--- src/rtl/lnc_pkg.sv ---
// Shared types and helpers for the nested loop index generator.
package lnc_pkg;

    typedef enum logic {
        IDLE = 1'b0,
        RUN  = 1'b1
    } state_e;

    // Upper bound on NUM_LEVELS*COUNTER_WIDTH that lnc_level can slice from.
    localparam int unsigned LNC_MAX_BITS = 256;

    function automatic logic [LNC_MAX_BITS-1:0] lnc_level(
        input logic [LNC_MAX_BITS-1:0] vec,
        input int unsigned             idx,
        input int unsigned             width
    );
        logic [LNC_MAX_BITS-1:0] ones;
        logic [LNC_MAX_BITS-1:0] mask;
        ones = '1;
        mask = ~(ones << width);
        return (vec >> (idx * width)) & mask;
    endfunction

endpackage

--- src/rtl/loop_level_counter.sv ---
// One level of the loop nest: index register, latched bound and carry logic.
module loop_level_counter
    import lnc_pkg::*;
#(
    parameter int unsigned W = 8
) (
    input  logic         clk,
    input  logic         rst,
    input  logic         clr,
    input  logic         load,
    input  logic         step,
    input  logic         carry_in,
    input  logic [W-1:0] bound_in,
    output logic [W-1:0] value,
    output logic         carry_out
);

    logic [W-1:0] value_q, value_d;
    logic [W-1:0] bound_q, bound_d;
    logic         at_max;

    assign at_max    = (value_q == bound_q);
    assign carry_out = carry_in & at_max;
    assign value     = value_q;

    // Wrap goes through the at_max compare, so a bound of all-ones never relies on overflow.
    always_comb begin
        value_d = value_q;
        bound_d = bound_q;
        if (clr) begin
            value_d = '0;
            bound_d = '0;
        end else if (load) begin
            value_d = '0;
            bound_d = bound_in;
        end else if (step && carry_in) begin
            value_d = at_max ? '0 : value_q + W'(1);
        end
    end

    always_ff @(posedge clk or posedge rst) begin
        if (rst) begin
            value_q <= '0;
            bound_q <= '0;
        end else begin
            value_q <= value_d;
            bound_q <= bound_d;
        end
    end

endmodule

--- src/rtl/loop_nest_counter.sv ---
// Nested loop index generator: per-level counters chained by carry, with
// start/run sequencing and a one-cycle Done pulse after the final tuple.
module loop_nest_counter
    import lnc_pkg::*;
#(
    parameter int unsigned COUNTER_WIDTH = 8,
    parameter int unsigned NUM_LEVELS    = 3
) (
    input  logic                                CLK,
    input  logic                                ASYNC_RST,
    input  logic                                SYNC_RST,
    input  logic                                Start,
    input  logic                                EN,
    input  logic [NUM_LEVELS*COUNTER_WIDTH-1:0] MaxNumber,
    output logic                                Busy,
    output logic [NUM_LEVELS*COUNTER_WIDTH-1:0] Value,
    output logic [NUM_LEVELS-1:0]               Wrap,
    output logic                                Done
);

    state_e state_q, state_d;
    logic   done_q, done_d;
    logic   load;
    logic   run_step;
    logic [NUM_LEVELS:0] carry;

    assign run_step = (state_q == RUN) && EN;
    assign carry[0] = 1'b1;

    for (genvar i = 0; i < NUM_LEVELS; i++) begin : g_level
        logic [COUNTER_WIDTH-1:0] bound_in;
        logic [COUNTER_WIDTH-1:0] level_value;

        assign bound_in = COUNTER_WIDTH'(lnc_level(LNC_MAX_BITS'(MaxNumber), i, COUNTER_WIDTH));

        loop_level_counter #(
            .W(COUNTER_WIDTH)
        ) u_level (
            .clk      (CLK),
            .rst      (ASYNC_RST),
            .clr      (SYNC_RST),
            .load     (load),
            .step     (run_step),
            .carry_in (carry[i]),
            .bound_in (bound_in),
            .value    (level_value),
            .carry_out(carry[i+1])
        );

        assign Value[i*COUNTER_WIDTH +: COUNTER_WIDTH] = level_value;
        // carry[i+1] already equals carry[i] & at_max[i].
        assign Wrap[i] = run_step & carry[i+1];
    end

    always_comb begin
        state_d = state_q;
        done_d  = 1'b0;
        load    = 1'b0;
        if (SYNC_RST) begin
            state_d = IDLE;
        end else begin
            unique case (state_q)
                IDLE: begin
                    if (Start) begin
                        load    = 1'b1;
                        state_d = RUN;
                    end
                end
                RUN: begin
                    if (run_step && carry[NUM_LEVELS]) begin
                        state_d = IDLE;
                        done_d  = 1'b1;
                    end
                end
                default: state_d = IDLE;
            endcase
        end
    end

    always_ff @(posedge CLK or posedge ASYNC_RST) begin
        if (ASYNC_RST) begin
            state_q <= IDLE;
            done_q  <= 1'b0;
        end else begin
            state_q <= state_d;
            done_q  <= done_d;
        end
    end

    assign Busy = (state_q == RUN);
    assign Done = done_q;

endmodule

--- config.mk ---
export PLATFORM = sky130hd
export DESIGN_NAME = loop_nest_counter
export DESIGN_NICKNAME = d
export VERILOG_FILES = /design/src/rtl/lnc_pkg.sv /design/src/rtl/loop_level_counter.sv /design/src/rtl/loop_nest_counter.sv
export SDC_FILE = /design/constraint.sdc
export NUM_CORES = 1
export LEC_CHECK = 0
export ABC_AREA = 0
export CAP_MARGIN = 15
export CORE_ASPECT_RATIO = 0.6
export CORE_MARGIN = 2
export CORE_UTILIZATION = 50
export DETAILED_ROUTE_END_ITERATION = 7
export GPL_TIMING_DRIVEN = 0
export PLACE_DENSITY = 0.8
export SKIP_CTS_REPAIR_TIMING = 1
export SLEW_MARGIN = 25
export SYNTH_ARGS = -nofsm -noshare
export SYNTH_HDL_FRONTEND = slang
export SYNTH_SLANG_ARGS = --single-unit
--- constraint.sdc ---
create_clock -name CLK -period 2.3 [get_ports CLK]
set_input_delay 0.46 -clock CLK [delete_from_list [all_inputs] [get_ports CLK]]
set_output_delay 0.46 -clock CLK [all_outputs]
set_load 0.01 [all_outputs]
==> results.sh <==
export IMPL_status="finished clean"
export IMPL_wl_um=6450
export IMPL_critical_path_class="reg2out"
export IMPL_drive_gt1_share_pct=15.0
export IMPL_final_common_cell="clkdlybuf4s50_1"
export IMPL_max_vdd_ir_drop_mv=0.262
export IMPL_viasPerCell=5.69
export IMPL_drt_pass1_iter_count=4
export IMPL_area_growth_syn_to_layout_pct=34.6
export IMPL_nets=337
export IMPL_startpoint="g_level[2].u_level.value[5]$_DFFE_PP0P_"
export IMPL_antenna_cells=0
export IMPL_power_density_nw_per_um2=538
export IMPL_cts_sinks=50
export IMPL_leakage_nw=1.48
export IMPL_drc_errors=0
export IMPL_maxCapViolCount=0
export IMPL_core_um2=4980
export IMPL_worstPathCellList="xor2_1 > nor4_2 > nand2_2 > nor3_4 > clkbuf_2"
export IMPL_pwr_share_clk_pct=28.6
export IMPL_rsz0062_at_grt="yes"
export IMPL_io_buffer_count=57
export IMPL_num_vias=2116
export IMPL_clk_path_buf_depth=2
export IMPL_synth_area_per_cell_um2=10.8
export IMPL_async_flop_share_pct=100
export IMPL_finClkSkew_ns=0.00724
export IMPL_slew_violations=0
export IMPL_synthDistinctLibCells=42
export IMPL_cp_required_ns=1.84
export IMPL_rows=20
export IMPL_grt_ovfl_total=0
export IMPL_synth_edf_count=0
export IMPL_worst_slew_pin_slew_ns=0.628
export IMPL_die_area_um2=5700
export IMPL_worstReg2RegEnd="g_level[2].u_level.value[1]$_DFFE_PP0P_"
export IMPL_timing_rr_start="g_level[0].u_level.value[0]$_DFFE_PP0P_"
export IMPL_grt_pass1_vias=2080
export IMPL_syn_num_nets=269
export IMPL_die_h_um=59.3
export IMPL_relSlewSlack_pct=57.8
export IMPL_ys_seq_elements=50
export IMPL_finalCritPeriodShare_pct=99.1
export IMPL_synth_flop_cell="dfrtp_1"
export IMPL_gp_congestion=0.829
export IMPL_seqPwrFrac_pct=51.4
export IMPL_dp_hpwl_um=4670
export IMPL_p_switching_uw=511
export IMPL_cts_buffers=5
export IMPL_p_int_mw=1.33
export IMPL_setup_viol=0
export IMPL_cpPeakStageDelay_ns=0.43
export IMPL_h_tree_depth=2
export IMPL_crit_slowest_cell="dfrtp_1"
export IMPL_grt_use_total_pct=23.7
export IMPL_drt_iter0_markers=125
export IMPL_cp_arrival_ns=1.82
export IMPL_max_freq_mhz=439
export IMPL_drtAntennaViolNets=0
export IMPL_path_depth=5
export IMPL_cp_top_family="simple AND/OR/NAND/NOR gates"
export IMPL_clock_latency_ns=0.31
export IMPL_clk_pin_slew_ns=0.09
export IMPL_final_util_pct=68.9
export IMPL_hold_viol_final=0
export IMPL_r2r_cells=5
export IMPL_die_w_um=96.2
export IMPL_start_util_pct=51.2
export IMPL_placed_cells=361
export IMPL_final_cell_mix="clkdlybuf4s50_1, dfrtp_1, a22o_1"
export IMPL_path_buf_inv=1
export IMPL_wl_per_cell_um=17.3
export IMPL_fillCellCount=377
export IMPL_comb_power_share_pct=20.0
export IMPL_power_switching_share_pct=27.7
export IMPL_antenna_found_initial=0
export IMPL_ff2ff_setup_slack_ns=0.35
export IMPL_syn_area_um2=2550
export IMPL_crit_fanout=4
export IMPL_ys_seq_area_share_pct=49.1
export IMPL_finalNonFillerCells=372
export IMPL_cts_tree="yes"
export IMPL_yosys_warnings=0
export IMPL_min_period_ns=2.28
export IMPL_cts_root_buf="clkbuf_8"
export IMPL_grt_max_degree=33
export IMPL_grt_pass1_wl_um=9990
export IMPL_hp_class="in2async"
export IMPL_start_kind="flop"
export IMPL_endpoint="Wrap[2]"
export IMPL_postSynthCellCount=237
export IMPL_whs_ns=0.468
export IMPL_end_kind="primary output"
export IMPL_num_io_pins=58
-- metrics by stage --
step	area, um^2	setup WS [ns]	power, mW	setup TNS (ns)
4_1_cts	3310	-0.573	1.82	-1.10
3_3_place_gp	3200	-0.424	1.28	-16.68
6_report	3430	0.0206	1.84	0
2_1_floorplan	2550	0.439	1.16	0
5_1_grt	3430	-0.116	1.93	-0.116
3_5_place_dp	3220	-0.395	1.29	-0.642
-- layer usage --
metal  global-route usage [%]  vias to the layer above  wire length, um
met5                        0                        -                0
met4                     6.94                        0               60
met3                     6.11                        6              513
met2                     34.6                       86             2860
met1                     34.9                     1033             3020
li1                         -                      991                -
-- state kept, by name (all words and copies together), names as in the netlist --
register                 cells
Busy                         1
Done                         1
g_level.u_level.bound_q     24
g_level.u_level.value       24
-- synthesized netlist by cell type (all sizes together) (3+ instances only) --
| cell type | n | share of area (%) |
|---|---|---|
| and3 | 4 | 0.98 |
| nor3 | 5 | 0.98 |
| nor4 | 5 | 1.2 |
| inv | 15 | 2.2 |
| o21ai | 8 | 1.7 |
| xnor2 | 23 | 7.9 |
| o22ai | 7 | 1.7 |
| a21boi | 3 | 0.88 |
| a22o | 24 | 8.2 |
| nand4 | 4 | 0.98 |
| nand3 | 8 | 2.1 |
| nor2 | 13 | 1.9 |
| nand2 | 12 | 2.1 |
| o211ai | 4 | 1.2 |
| xor2 | 10 | 3.4 |
| a21oi | 6 | 1.6 |
| dfrtp | 50 | 49 |
| and4 | 4 | 1.7 |
| ha | 3 | 1.5 |
| buf | 5 | 1.1 |
| and2 | 3 | 0.74 |
| nand2b | 3 | 0.74 |
-- cell type report --
class	count	area [um^2]	area share (%)
multi-input combinational	165	1290	37.8
sequential	50	1260	36.6
timing repair buffer	61	613	17.9
clock buffer	7	86.3	2.52
tap	66	82.6	2.41
inverter	15	56.3	1.64
buffer	7	35.0	1.02
clock inverter	1	5.00	0.146
-- kinds of logic after synthesis --
| logic type | count (synthesis) | synth area share, % |
|---|---|---|
| AO/OA/AOI/OAI | 60 | 18.3 |
| XOR/XNOR | 33 | 11.3 |
| adder cells (fa/ha/maj) | 3 | 1.47 |
| buffers and inverters | 22 | 3.58 |
| flip-flops | 50 | 49.1 |
| multiplexers | 3 | 1.23 |
| AND/OR/NAND/NOR | 66 | 15.0 |
-- power by group through the flow --
stage          Combinational (mW)  Sequential (mW)  Clock, mW
2_1_floorplan               0.204            0.956          0
3_3_place_gp                0.318            0.959          0
3_5_place_dp                0.331            0.960          0
4_1_cts                     0.334            0.943      0.539
5_1_grt                     0.401            0.952      0.581
6_report                    0.369            0.947      0.527
-- worst min path at each step --
stage / from / to / slack, ns / depth (start not counted)
final: ASYNC_RST / g_level[1].u_level.value[6]$_DFFE_PP0P_ / 0.47 / 2
after floorplan: g_level[2].u_level.bound_q[5]$_DFFE_PP0P_ / g_level[2].u_level.bound_q[5]$_DFFE_PP0P_ / 0.49 / 1
after CTS: ASYNC_RST / g_level[1].u_level.bound_q[5]$_DFFE_PP0P_ / 0.47 / 2
after global placement: g_level[0].u_level.bound_q[1]$_DFFE_PP0P_ / g_level[0].u_level.bound_q[1]$_DFFE_PP0P_ / 0.51 / 1
after detailed placement: g_level[2].u_level.bound_q[3]$_DFFE_PP0P_ / g_level[2].u_level.bound_q[3]$_DFFE_PP0P_ / 0.52 / 1
after global routing: ASYNC_RST / g_level[1].u_level.bound_q[4]$_DFFE_PP0P_ / 0.51 / 2
Note: power is estimated with default switching activity, not from simulation.
